===== config.mk =====
export PLATFORM = sky130hd
export DESIGN_NAME = safety_err_collector
export DESIGN_NICKNAME = d
export VERILOG_FILES = /design/src/rtl/safety_err_collector.sv
export SDC_FILE = /design/constraint.sdc
export NUM_CORES = 1
export LEC_CHECK = 0
export BUFFER_PORTS_ARGS = -buffer_cell sky130_fd_sc_hd__buf_2
export CORE_UTILIZATION = 55
export DETAILED_ROUTE_END_ITERATION = 10
export PLACE_DENSITY = 0.78
export RECOVER_POWER = 100
export REMOVE_ABC_BUFFERS = 1
export SLEW_MARGIN = 20
export SYNTH_ARGS = -nofsm -noshare
export SYNTH_HDL_FRONTEND = slang
export SYNTH_SLANG_ARGS = --single-unit

===== constraint.sdc =====
create_clock -name ACLK -period 2.5 [get_ports ACLK]
set_clock_uncertainty 0.1 [all_clocks]
set_input_delay 0.125 -clock ACLK [delete_from_list [all_inputs] [get_ports ACLK]]
set_output_delay 0.125 -clock ACLK [all_outputs]
set_load 0.005 [all_outputs]

===== src/rtl/safety_err_collector.sv =====
// Dual-rail parity error collector: rail check, edge events, sticky status, saturating counters,
// level IRQ with valid/ready clear. Optional fault injection input under SAFETY_ERR_COLLECTOR_FI_EN.
module safety_err_collector #(
  parameter int unsigned NUM_SRC      = 4,
  parameter int unsigned CNT_W        = 8,
  parameter int unsigned MISMATCH_CYC = 2
) (
  input  logic                     ACLK,
  input  logic                     RESETN_ACLK,
  input  logic [NUM_SRC-1:0]       ERR_IN,
  input  logic [NUM_SRC-1:0]       ERR_IN_B,
  input  logic [NUM_SRC-1:0]       ENERR,
`ifdef SAFETY_ERR_COLLECTOR_FI_EN
  input  logic [NUM_SRC-1:0]       FIERR,
`endif
  input  logic                     CLR_VALID,
  input  logic [NUM_SRC-1:0]       CLR_MASK,
  output logic                     CLR_READY,
  output logic [NUM_SRC-1:0]       ERR_STICKY,
  output logic [NUM_SRC*CNT_W-1:0] ERR_CNT,
  output logic                     IRQ,
  output logic [NUM_SRC-1:0]       RAIL_FAULT
);

  typedef enum logic [1:0] {StIdle, StActive, StClearing} state_e;

  localparam logic [CNT_W-1:0] CntMax   = '1;
  localparam logic [3:0]       MmMax    = 4'hf;
  localparam logic [3:0]       MmThresh = 4'(MISMATCH_CYC);

  state_e state_q, state_d;

  logic [NUM_SRC-1:0] err_q, err_qq, errb_q;
  logic [NUM_SRC-1:0] sticky_q, sticky_d;
  logic [NUM_SRC-1:0] rail_fault_q, rail_fault_d;
  logic [NUM_SRC-1:0] rail_set;
  logic [NUM_SRC-1:0] ev, fi_ev, clr_bits;
  logic               clr_hs;

  logic [NUM_SRC-1:0][CNT_W-1:0] cnt_q, cnt_d;
  logic [NUM_SRC-1:0][3:0]       mm_cnt_q, mm_cnt_d;

  // Complement rail resets to ones so the reset pattern reads as a matched pair.
  always_ff @(posedge ACLK or negedge RESETN_ACLK) begin
    if (!RESETN_ACLK) begin
      err_q  <= '0;
      err_qq <= '0;
      errb_q <= '1;
    end else begin
      err_q  <= ERR_IN;
      err_qq <= err_q;
      errb_q <= ERR_IN_B;
    end
  end

`ifdef SAFETY_ERR_COLLECTOR_FI_EN
  logic [NUM_SRC-1:0] fierr_q, fierr_qq;

  always_ff @(posedge ACLK or negedge RESETN_ACLK) begin
    if (!RESETN_ACLK) begin
      fierr_q  <= '0;
      fierr_qq <= '0;
    end else begin
      fierr_q  <= FIERR;
      fierr_qq <= fierr_q;
    end
  end

  assign fi_ev = fierr_q & ~fierr_qq;
`else
  assign fi_ev = '0;
`endif

  assign ev        = (err_q & ~err_qq & ENERR) | fi_ev;
  assign CLR_READY = (state_q != StClearing);
  assign IRQ       = (state_q == StActive);
  assign clr_hs    = CLR_VALID & CLR_READY;
  assign clr_bits  = {NUM_SRC{clr_hs}} & CLR_MASK;

  always_comb begin
    sticky_d = sticky_q;
    cnt_d    = cnt_q;
    mm_cnt_d = mm_cnt_q;
    rail_set = '0;
    for (int i = 0; i < NUM_SRC; i++) begin
      // An event in the clear cycle wins over the clear: counter restarts at one.
      if (ev[i]) begin
        sticky_d[i] = 1'b1;
        if (clr_bits[i]) begin
          cnt_d[i] = CNT_W'(1);
        end else if (cnt_q[i] != CntMax) begin
          cnt_d[i] = cnt_q[i] + CNT_W'(1);
        end
      end else if (clr_bits[i]) begin
        sticky_d[i] = 1'b0;
        cnt_d[i]    = '0;
      end

      if (err_q[i] == errb_q[i]) begin
        mm_cnt_d[i] = (mm_cnt_q[i] == MmMax) ? mm_cnt_q[i] : mm_cnt_q[i] + 4'd1;
      end else begin
        mm_cnt_d[i] = 4'd0;
      end
      rail_set[i] = (mm_cnt_d[i] >= MmThresh) & ~rail_fault_q[i];
    end
    rail_fault_d = rail_fault_q | rail_set;
  end

  always_ff @(posedge ACLK or negedge RESETN_ACLK) begin
    if (!RESETN_ACLK) begin
      sticky_q     <= '0;
      cnt_q        <= '0;
      mm_cnt_q     <= '0;
      rail_fault_q <= '0;
      state_q      <= StIdle;
    end else begin
      sticky_q     <= sticky_d;
      cnt_q        <= cnt_d;
      mm_cnt_q     <= mm_cnt_d;
      rail_fault_q <= rail_fault_d;
      state_q      <= state_d;
    end
  end

  // Exit from clearing looks at next-state status so events landing in that cycle re-raise IRQ.
  always_comb begin
    state_d = state_q;
    unique case (state_q)
      StIdle: begin
        if (clr_hs) begin
          state_d = StClearing;
        end else if ((|ev) || (|rail_set)) begin
          state_d = StActive;
        end
      end
      StActive: begin
        if (clr_hs) begin
          state_d = StClearing;
        end
      end
      StClearing: begin
        state_d = ((|sticky_d) || (|rail_fault_d)) ? StActive : StIdle;
      end
      default: state_d = StIdle;
    endcase
  end

  assign ERR_STICKY = sticky_q;
  assign ERR_CNT    = cnt_q;
  assign RAIL_FAULT = rail_fault_q;

endmodule

Word level (Yosys, flattened, before mapping)
Cells that the tools add are included.
- reduce and logical (&&, ||, !) cells: 20
- eq/ne operators: 17
- muxes and demuxes: 37
- magnitude comparators: 4
- bitwise operators: 14
- add/sub/neg operators: 8
- operators with widths (kind ; count):
    two-way mux 8 bit ; 16
    adder 8 x 1 -> 8 bit (second input constant) ; 4
    two-way mux 4 bit ; 8
    inequality test 8 bit (second input constant) ; 4
    adder 4 x 1 -> 4 bit (second input constant) ; 4
    equality test 4 bit (second input constant) ; 4
    >= comparator 4 x 2 -> 1 bit (second input constant) ; 4
    nonzero test 2 bit ; 8
    OR reduction 4 bit ; 4
    AND 4 bit ; 3
    AND reduction 2 bit ; 5
    two-way mux 1 bit ; 9
    two-way mux 2 bit ; 3
    one-hot mux 2 bit (3 select lines) ; 1
    AND 1 bit ; 5
    equality test 1 bit ; 4
    inverter 1 bit ; 4
    inverter 4 bit ; 1
    OR 4 bit ; 1
    inequality test 3 bit (second input constant) ; 1
    equality test 2 x 1 -> 1 bit (second input constant) ; 1
    equality test 2 bit (second input constant) ; 1
    logical NOT 2 bit ; 1
    logical OR 1 bit ; 2
    2 further kinds ; 2
- input bits: 19
- register bits: 70
- word-level logic and storage cells: 114

Longest topological paths before layout
Gate-level depths: netlist of run 1.
- depth in word-level cells: 10
- mapped depth: 7
- gate-level depth less buffers: 7

Worst setup path before layout of run 1
No wires, ideal clock.
- kind: register to register
- start: register mm_cnt_q[12] (netlist bit)
- end: register state_q[0]
- slack: 0.261 ns
- path buffers: 0
- library setup time: 0.134 ns
- cell stages (with the launch flop): 8
- arrival: 2.005 ns
- cell sequence: dfrtp_1 -> ha_1 -> and4bb_1 -> a211oi_1 -> or2_1 -> or4b_1 -> nor4_2 -> o32ai_1
- word-level cells in the longest chain between the ends: 10
- ends and longest elaborated chain (what ; RTL line ; text):
    start: declaration ; 41 ; logic [NUM_SRC-1:0][3:0] mm_cnt_q, mm_cnt_d;
    start signal: assignment ; 119 ; mm_cnt_q <= mm_cnt_d;
    adder 4 x 1 -> 4 bit or equality test 4 bit (tied branches) ; 100 ; mm_cnt_d[i] = (mm_cnt_q[i] == MmMax) ? mm_cnt_q[i] : mm_cnt_q[i] + 4'd1;
    two-way mux 4 bit * ; 100 ;
    two-way mux 4 bit * ; 99 ; if (err_q[i] == errb_q[i]) begin
    >= comparator 4 x 2 -> 1 bit * ; 104 ; rail_set[i] = (mm_cnt_d[i] >= MmThresh) & ~rail_fault_q[i];
    AND 1 bit * ; 104 ;
    OR 4 bit * ; 106 ; rail_fault_d = rail_fault_q | rail_set;
    net rail_fault_d[3] ; 35 ; logic [NUM_SRC-1:0] rail_fault_q, rail_fault_d;
    OR reduction 4 bit * ; 142 ; state_d = ((|sticky_d) || (|rail_fault_d)) ? StActive : StIdle;
    logical OR 1 bit * ; 142 ;
    two-way mux 1 bit * ; 142 ;
    one-hot mux 2 bit (3 select lines) * ; 128 ; unique case (state_q)
    end signal: assignment ; 115 ; state_q <= StIdle;
    end signal: assignment ; 121 ; state_q <= state_d;
    end: declaration ; 31 ; state_e state_q, state_d;
Mark *: on every way through the listed nets, which the timed path passes. The rest lies on a longest branch.
A chain may end at the register's enable or synchronous reset.

Worst setup path in the final report of run 1
Ends and elaborated chain as after synthesis.

==> results of run 1 <==
-- metrics by stage --
stage,hold slack (ps),cell area [µm²],instances,setup slack [ps],total power (W)
detailed placement,122,3690,447,140,0.00173
floorplan,-271,3280,313,257,0.00156
CTS,8.61,3960,472,126,0.00254
finish,14.1,4000,475,75.8,0.00255
global route,30.8,4000,475,1.09,0.00269
global placement,123,3690,447,204,0.00170
-- repair_timing --
item,4_1_cts,5_1_grt
hold endpoints to repair,38,0
setup buffers,0,3
resized for setup,0,10
setup endpoints to repair,0,1
hold buffers,9,0
-- sequential cells by signal (all words and copies together) (netlist names) --
register and cells:
ERR_CNT 32, RAIL_FAULT 4, mm_cnt_q 16, err_qq 4
ERR_STICKY 4, state_q 2, err_q 4, errb_q 4
-- report_power, final --
| group | internal [W] | switching (W) | leakage [nW] |
|---|---|---|---|
| clock network | 0.000415 | 0.000380 | 0.0877 |
| logic | 0.000198 | 0.000216 | 0.937 |
| registers | 0.00123 | 0.000110 | 0.892 |
| total | 0.00184 | 0.000706 | 1.92 |
-- per-layer routing --
layer	vias to the layer above	part of all wire
li1	1283	-
met1	1285	0.44
met2	63	0.50
met3	9	0.050
met4	0	0.015
met5	-	0
-- path summary, 6_finish.rpt --
path	from	to	slack, ps	cells past startpoint
setup / recovery	mm_cnt_q[12]	state_q[0]	80	7
setup reg to reg	mm_cnt_q[12]	state_q[0]	80	7
max in group asynchronous	RESETN_ACLK	errb_q[2]	630	3
hold reg to reg	err_q[1]	err_qq[1]	330	0
min in group asynchronous	RESETN_ACLK	ERR_CNT[26]	670	2
hold / removal	CLR_MASK[2]	ERR_CNT[16]	10	3
-- logic make-up after synthesis --
group                      after synthesis
and+or+nand+nor                        159
buffers and inverters                   11
xor gates and xnor gates                22
muxes                                   14
AOI/OAI and AO/OA                       34
DFF                                     70
adders and majority gates                8
-- area by class of cell --
type                    instances  area (µm²)  area share
repair buffers                 74         417       0.104
clock buffers                  15         166      0.0416
well taps                      72        90.1      0.0225
clock inverters                 1        5.00     0.00125
multi-input cells             237        1540       0.385
inverters                       6        22.5     0.00563
flip-flops and latches         70        1760       0.440
-- cells in the final DEF (no fill, tap or decap), drive strengths merged, types with 2 or more instances in the layout --
master and n:
mux2 4, nor3 7, dfstp 4, o21a 2, a21oi 5, dfrtp 66
nand2 34, o211a 4, nand3 23, buf 46, clkbuf 34, o21ai 6
o31ai 2, nand2b 3, nor3b 2, dlygate4sd3 9, nand4 5, nand3b 6
ha 8, nor4 7, xor2 18, mux2i 10, and3 9, inv 6
nor2 50, a2111oi 2, or2 3, nor2b 5, a31oi 6, xnor2 4
a211oi 4
-- critical path, delay by kind of cell, from the launching register on --
family                   cells  cell delay (ps)
adder cells (fa/ha/maj)      1              250
AND/OR/NAND/NOR              4             1320
flip-flops                   1              440
AO/OA/AOI/OAI                2              190
==> out/metrics.cfg, run 1 <==
[synthesis]
synthTopCellsByArea = dfrtp_1, nor2_1, xor2_1, nand2_1, nand3_1
syn_avg_cell_area_um2 = 10.4
synthXorXnorAreaFrac = 0.0630
synth-adder-area-share = 0.0304
netlist.area_leader.share = 0.501
synth_edf_count = 0
yosysMostFrequentCell = dfrtp_1
ys_types = 43
synth-simple-area-share = 0.237
synth_top_family_by_area = simple AND/OR/NAND/NOR gates
synthMuxAreaShare = 0.0440
netlist_area_um2 = 3300
yosysSeqAreaShare = 0.533
synthCells = 318
async_flop_share = 1.00
synth_top_cell_by_area = dfrtp_1
synthFlopType = dfrtp_1
yosys-top-cells-count = dfrtp_1, nor2_1, nand2_1, nand3_1, xor2_1
yosysWarnings = 0
synth_compound_area_frac = 0.0801
synth-seq-cells = 70

[drt]
drt_iter0_drc = 178
ant_nets = 0
drt_first_pass_iters = 4
wl_per_cell_um = 14.1
num_vias = 2640
drt-vias-per-instance = 5.56
wirelength_mm = 6.68
drcViolationCount = 0

[placed_design]
port_buffers = 60
dp_hpwl_mm = 4.71
place.gp.congestion = 0.824

[clock_network]
cts_num_sinks = 70
cts_root_buffer = clkbuf_8
clk_latency_ps = 340
clock_path_buffers = 2
clkSlewWorstSetupHoldPaths_ps = 70
htree_levels = 3
cts_buffers = 9
cts_tree = done

[global_routing]
grt_max_degree = 40
busiest_layer = met2
grt_pass1_wl_mm = 10.9
antenna_found_initial = 0
met1_usage = 0.283
use_met3 = 0.0766
grt_pass1_vias = 2512
use_met2 = 0.372
grt_overflow = 0
grt_usage = 0.228

[worst_setup_path]
cp.arrival_ps = 2540
worstPathCellList = ha_4, and4bb_1, a211oi_1, or2_1, or4b_4, nor4_4, o32ai_2
cp_max_fo = 4
critPathMaxStageDelay_ps = 560
critPathKind = reg2reg
start_kind = register
required_ps = 2610
crit_path_top_delay_cell = or4b_4
endpoint_kind = register

[timing]
finalSetupTns_ps = 0
drv_slew = 32
setup_viol = 0
fmax_ghz = 0.413
fin_crit_ps = 2420
post-route-period-util = 0.970
max_slew_margin = -0.144
hold_violations = 0
tightest_slew_ps = 1720
rsz0062_at_grt = no

[layout]
fin_util = 0.709
fill_cells = 455
synthToLayoutAreaGrowth_pct = 21.4
nets = 425
drive_gt1_frac = 0.203
n_antenna_cell = 0

[flow_run]
cap_violations = 1

[pwr]
ir_drop_v = 0.000482
p_per_area_nw_per_um2 = 636
p_leak_nw = 1.92

[die]
pin_count = 61
coreArea_um2 = 5640
rows = 27
die_y_um = 79.4
dieArea_um2 = 6310
initial_core_util = 0.584
die_x_um = 79.4

[min_path]
hp-class = in2reg

[run_status]
status = complete, but fails checks
violations = max-capacitance violations, max-slew violations

(Power assumes the default switching activity.)
==> run 2: changes to the inputs <==
- clock period: 2.5 -> 3 ns (I/O delays scaled with it)
==> run 2 against run 1 <==
  * The run still ends with max-capacitance violations, max-slew violations left
  * Cell count is 0.63% lower
  * Combinational power is 24% lower
  * Setup slack better by 430 ps
  * Critical path type unchanged
  * Largest power group unchanged
==> out/metrics.cfg, run 2 (synthesis results as in run 1) <==
[timing]
setup_viol = 0  ; unchanged
fin_crit_ps = 2490  ; +65.0 ps
drv_slew = 72  ; +130%
finalSetupTns_ps = 0  ; unchanged
post-route-period-util = 0.830  ; -0.140
max_slew_margin = -0.283  ; -0.140
rsz0062_at_grt = no
hold_violations = 0  ; unchanged
fmax_ghz = 0.402  ; -2.6%
layout_setup_ws_ps = 511  ; +435 ps
tightest_slew_ps = 1930  ; +210 ps

[drt]
drt-vias-per-instance = 5.53  ; -0.55%
drcViolationCount = 0  ; unchanged
num_vias = 2609  ; -1.2%
drt_first_pass_iters = 4  ; unchanged
wl_per_cell_um = 14.3  ; +2.0%
drt_iter0_drc = 137  ; -23%
wl_met2_mm = 3.31  ; -0.33%
ant_nets = 0  ; unchanged
highest_layer = met4
wirelength_mm = 6.77  ; +1.4%
met1_length_mm = 3.12  ; +6.4%
routed-wl-met3_um = 240  ; -28%

[layout]
nets = 422  ; -0.71%
multi_input_area_um2 = 1490  ; -3.4%
n_antenna_cell = 0  ; unchanged
drive_gt1_frac = 0.185  ; -0.0185
fill_cells = 449  ; -1.3%
final_cell_mix = dfrtp_1, nor2_1, buf_2
area.sequential_um2 = 1760  ; -0.21%
fin_cells = 472  ; -0.63%
synthToLayoutAreaGrowth_pct = 18.9
fin_util = 0.695  ; -0.0146
largest_reg_flops = 32  ; unchanged
final_common_cell = dfrtp_1

[run_status]
violations = max-capacitance violations, max-slew violations
status = complete, but fails checks

[worst_setup_path]
worstReg2RegStart = mm_cnt_q[4]
rrSetupSlack_ps = 510  ; +430 ps
required_ps = 3100  ; +490 ps
cp.arrival_ps = 2590  ; +50 ps
start_kind = register
r2r_cells = 7  ; unchanged
critPathKind = reg2reg
endpoint_kind = register
rr_endpoint = state_q[0]
cp_max_fo = 5  ; +1

[min_path]
whs_path_depth = 3  ; unchanged
worstHoldStart = CLR_MASK[2]
min_to = ERR_CNT[16]
hp-class = in2reg

[placed_design]
dp_slack_ps = 586  ; +446 ps
dp_hpwl_mm = 4.83  ; +2.6%
port_buffers = 60  ; unchanged
place.gp.congestion = 0.807  ; -2.1%
placed_cells = 447  ; unchanged

[clock_network]
ctsResizeCount = 0  ; unchanged
cts_num_sinks = 70  ; unchanged
hold_buffers = 9  ; unchanged
cts_tree = done
cts_root_buffer = clkbuf_8
post_cts_buffers = 0  ; unchanged
clk_latency_ps = 330  ; about the same
clkSlewWorstSetupHoldPaths_ps = 70  ; about the same
htree_levels = 3  ; unchanged
cts_buffers = 9  ; unchanged
clock_path_buffers = 2  ; unchanged

[global_routing]
antenna_found_initial = 0  ; unchanged
grt_usage = 0.229  ; +0.000885
grt_pass1_vias = 2384  ; -5.1%
grt_overflow = 0  ; unchanged
grt_max_degree = 37  ; -7.5%
grt_pass1_wl_mm = 10.9  ; -0.26%

[pwr]
p_leak_nw = 1.90  ; -0.83%
p_per_area_nw_per_um2 = 538  ; -15%
ir_drop_v = 0.000414  ; -14%
p_total_w = 0.00211  ; -17%

[die]
pin_count = 61  ; unchanged
die_x_um = 79.4  ; unchanged
initial_core_util = 0.584  ; unchanged
coreArea_um2 = 5640  ; unchanged
die_y_um = 79.4  ; unchanged
dieArea_um2 = 6310  ; unchanged
rows = 27  ; unchanged

[flow_run]
cap_violations = 2  ; +1

==> run 2: cell count changes in the layout (fill, tap and decap cells not counted), moves of 2 or more <==
cell / before / now
buf_2: 41 / 46
clkbuf_1: 23 / 18
buf_4: 4 / 0
dfrtp_1: 63 / 66
dfrtp_2: 3 / 0
ha_1: 6 / 8
ha_4: 2 / 0
nor4_1: 5 / 7
==> run 2: where the power goes <==
| part | switching (W) | internal, W |
|---|---|---|
| clock network | 0.000315 | 0.000370 |
| registers | 0.0000854 | 0.00102 |
| logic | 0.000173 | 0.000143 |
| total | 0.000573 | 0.00154 |
==> run 2: critical path, stage by stage, from the launching register on <==
cell	delay, ps
dfrtp_1	470
ha_1	280
nand2_1	130
a2111oi_4	380
o31ai_2	110
or4b_1	550
nor4_1	210
o32ai_1	130
==> run 2: worst max-delay path by stage <==
| stage | to | slack, ps | start | cells past startpoint |
|---|---|---|---|---|
| finish | state_q[0] | 510 | mm_cnt_q[4] | 7 |
| global route | state_q[0] | 380 | mm_cnt_q[4] | 7 |
| CTS | state_q[0] | 520 | mm_cnt_q[12] | 7 |
| detailed placement | state_q[0] | 590 | mm_cnt_q[12] | 7 |
| global placement | state_q[0] | 710 | mm_cnt_q[12] | 7 |
| floorplan | state_q[0] | 760 | mm_cnt_q[12] | 7 |
==> run 2: through the flow <==
step	cell area (µm²)	hold WS (ps)
floorplan	3280	-246
CTS	3950	34.8
detailed placement	3680	117
finish	3920	42.9
global route	3920	61.0
global placement	3680	112
==> run 2: layout make-up <==
cell class,instances,share of cell area
clock buffers,16,0.0460
inverters,6,0.00575
flip-flops and latches,70,0.448
multi-input cells,237,0.380
well taps,72,0.0230
repair buffers,71,0.0974
==> run 2: layer usage <==
| layer | global-route usage | vias to the layer above |
|---|---|---|
| li1 | - | 1274 |
| met1 | 0.301 | 1257 |
| met2 | 0.365 | 66 |
| met3 | 0.0446 | 12 |
| met4 | 0.111 | 0 |
| met5 | 0 | - |
==> run 3: changes to the inputs <==
- CORE_UTILIZATION: 55 -> 50
- PLACE_DENSITY: 0.78 -> 0.75
- clock period: 3 -> 2.12 ns (I/O delays scaled with it)
==> run 3 against run 2 <==
  * The run ends with negative setup slack left
  * Die area is 9.7% higher
  * Clock power up 43%
  * Maximum frequency increased by 11%
  * Utilization shrank 4.8 points
  * Non-clock buffer count increased by 21
  * Via count grew 4.6%
  * Routed wire length rose by 5.1%
  * Cell count is 5.5% higher
  * Flip-flop and latch count is the same
  * First-iteration DRC count grew 28%
  * Largest cell class unchanged
  * Largest power group unchanged
==> out/metrics.cfg, run 3 (synthesis results as in run 1) <==
[worst_setup_path]
cp_top_family = simple AND/OR/NAND/NOR gates
critPathMaxStageDelay_ps = 550  ; about the same
required_ps = 2250  ; -850 ps
cp_num_buf_inv = 0  ; unchanged
endpoint_kind = register
worstPathCellList = ha_4, and4bb_1, a211oi_1, or2_1, or4b_4, nor4_4, o32ai_1
critPathKind = reg2reg
cp_max_fo = 3  ; -2
start_kind = register
crit_path_top_delay_cell = or4b_4
cp.arrival_ps = 2370  ; -220 ps

[pwr]
p_int_w = 0.00220  ; +43%
p_clk_frac = 0.319  ; -0.006
seqPwrFrac = 0.502  ; -0.023
p_leak_nw = 2.01  ; +5.9%
p_comb_frac = 0.179  ; +0.029
switching_power_w = 0.000888  ; +55%
p_sw_frac = 0.288  ; +0.0156
p_total_w = 0.00309  ; +46%
p_per_area_nw_per_um2 = 752  ; +40%
ir_drop_v = 0.000459  ; +11%

[timing]
max_slew_margin = 0.194  ; +0.477
fmax_ghz = 0.445  ; +11%
setup_viol = 1  ; +1
tightest_slew_ps = 1210  ; -716 ps
finalSetupTns_ps = -127  ; -127 ps
post-route-period-util = 1.06  ; +0.230
hold_violations = 0  ; unchanged
drv_slew = 0  ; -100%
fin_crit_ps = 2250  ; -242 ps
rsz0062_at_grt = yes
layout_setup_ws_ps = -127  ; -638 ps

[global_routing]
grt_overflow = 0  ; unchanged
grt_max_degree = 49  ; +32%
grt_usage = 0.219  ; -0.00974
grt_pass1_vias = 2549  ; +6.9%
grt_pass1_wl_mm = 11.9  ; +9.5%
antenna_found_initial = 0  ; unchanged

[layout]
stdcell_area_um2 = 4110  ; +4.8%
drive_gt1_frac = 0.230  ; +0.0454
fill_cells = 510  ; +14%
final_cell_mix = dfrtp_1, nor2_1, buf_2
synthToLayoutAreaGrowth_pct = 24.6
largest_reg_flops = 32  ; unchanged
final_common_cell = dfrtp_1
nets = 443  ; +5.0%
n_antenna_cell = 0  ; unchanged

[drt]
drt_first_pass_iters = 6  ; +2
wirelength_mm = 7.12  ; +5.1%
wl_per_cell_um = 14.3  ; -0.42%
ant_nets = 0  ; unchanged
drcViolationCount = 0  ; unchanged
drt_iter0_drc = 175  ; +28%
num_vias = 2729  ; +4.6%
drt-vias-per-instance = 5.48  ; -0.86%

[flow_run]
cap_violations = 0  ; -2

[run_status]
violations = negative setup slack
status = complete, but fails checks

[die]
initial_core_util = 0.519  ; -0.0652
dieArea_um2 = 6920  ; +9.7%
coreArea_um2 = 6350  ; +13%
pin_count = 61  ; unchanged
die_y_um = 83.2  ; +4.8%
rows = 29  ; +7.4%
die_x_um = 83.2  ; +4.8%

[min_path]
hp-class = in2reg

[clock_network]
clk_latency_ps = 350  ; +20 ps
cts_buffers = 9  ; unchanged
cts_root_buffer = clkbuf_8
htree_levels = 3  ; unchanged
clkSlewWorstSetupHoldPaths_ps = 70  ; about the same
clock_path_buffers = 2  ; unchanged
cts_num_sinks = 70  ; unchanged
cts_tree = done

[placed_design]
place.gp.congestion = 0.829  ; +2.8%
place_area_um2 = 3840  ; +4.4%
port_buffers = 60  ; unchanged
dp_hpwl_mm = 5.06  ; +4.7%

## run 3: worst register-to-register path: cells and delay by family (launching register included)
family,cells,cell delay [ps]
AO/OA/AOI/OAI,2,180
adder cells (fa/ha/maj),1,260
flip-flops,1,410
AND/OR/NAND/NOR,4,1180
## run 3: path summary, 6_finish.rpt
path	from	to	slack (ps)	depth (start not counted)
setup / recovery	mm_cnt_q[13]	state_q[0]	-130	7
min in group asynchronous	RESETN_ACLK	ERR_CNT[3]	420	2
max in group asynchronous	RESETN_ACLK	ERR_STICKY[1]	260	3
hold reg to reg	err_q[0]	err_qq[0]	330	0
setup reg to reg	mm_cnt_q[13]	state_q[0]	-130	7
hold / removal	CLR_MASK[1]	ERR_CNT[8]	10	3
## run 3: power groups by stage
stage	clock network (W)	registers, W	logic, W
2_1_floorplan	0	0.00157	0.000270
6_report	0.000983	0.00155	0.000554
3_5_place_dp	0	0.00157	0.000539
3_3_place_gp	0	0.00156	0.000512
4_1_cts	0.000996	0.00154	0.000561
5_1_grt	0.00106	0.00156	0.000624
## run 3: cell type report
class                           count  area (µm²)  share of cell area
Multi-Input combinational cell    237        1520               0.370
Sequential cell                    70        1760               0.428
Timing Repair Buffer               92         538               0.131
Inverter                            6        22.5             0.00549
Tap cell                           77        96.3              0.0235
Clock buffer                       15         166              0.0405
Clock inverter                      1        5.00             0.00122
## run 3: metal layers
metal  GRT usage  up-vias  share of wire
li1            -     1316              -
met1       0.283     1316           0.45
met2       0.346       82           0.48
met3      0.0567       15          0.051
met4       0.105        0          0.024
met5           0        -              0
## run 3: per-stage QoR
stage	setup slack, ps	hold slack (ps)	std cells	util
6_report	-127	12.4	498	0.647
5_1_grt	-229	30.5	498	0.647
4_1_cts	-178	3.49	498	0.649
3_5_place_dp	-205	20.4	471	0.605
3_3_place_gp	-112	14.6	471	0.605
2_1_floorplan	-123	-290	313	-
## run 3: what timing repair did
action                     CTS  global route
hold buffers                10             0
hold endpoints to repair    29             0
setup endpoints to repair    1             1
cloned                       0             0
pin swaps                    3             0
gates resized for setup      0             4
setup buffers                1             0
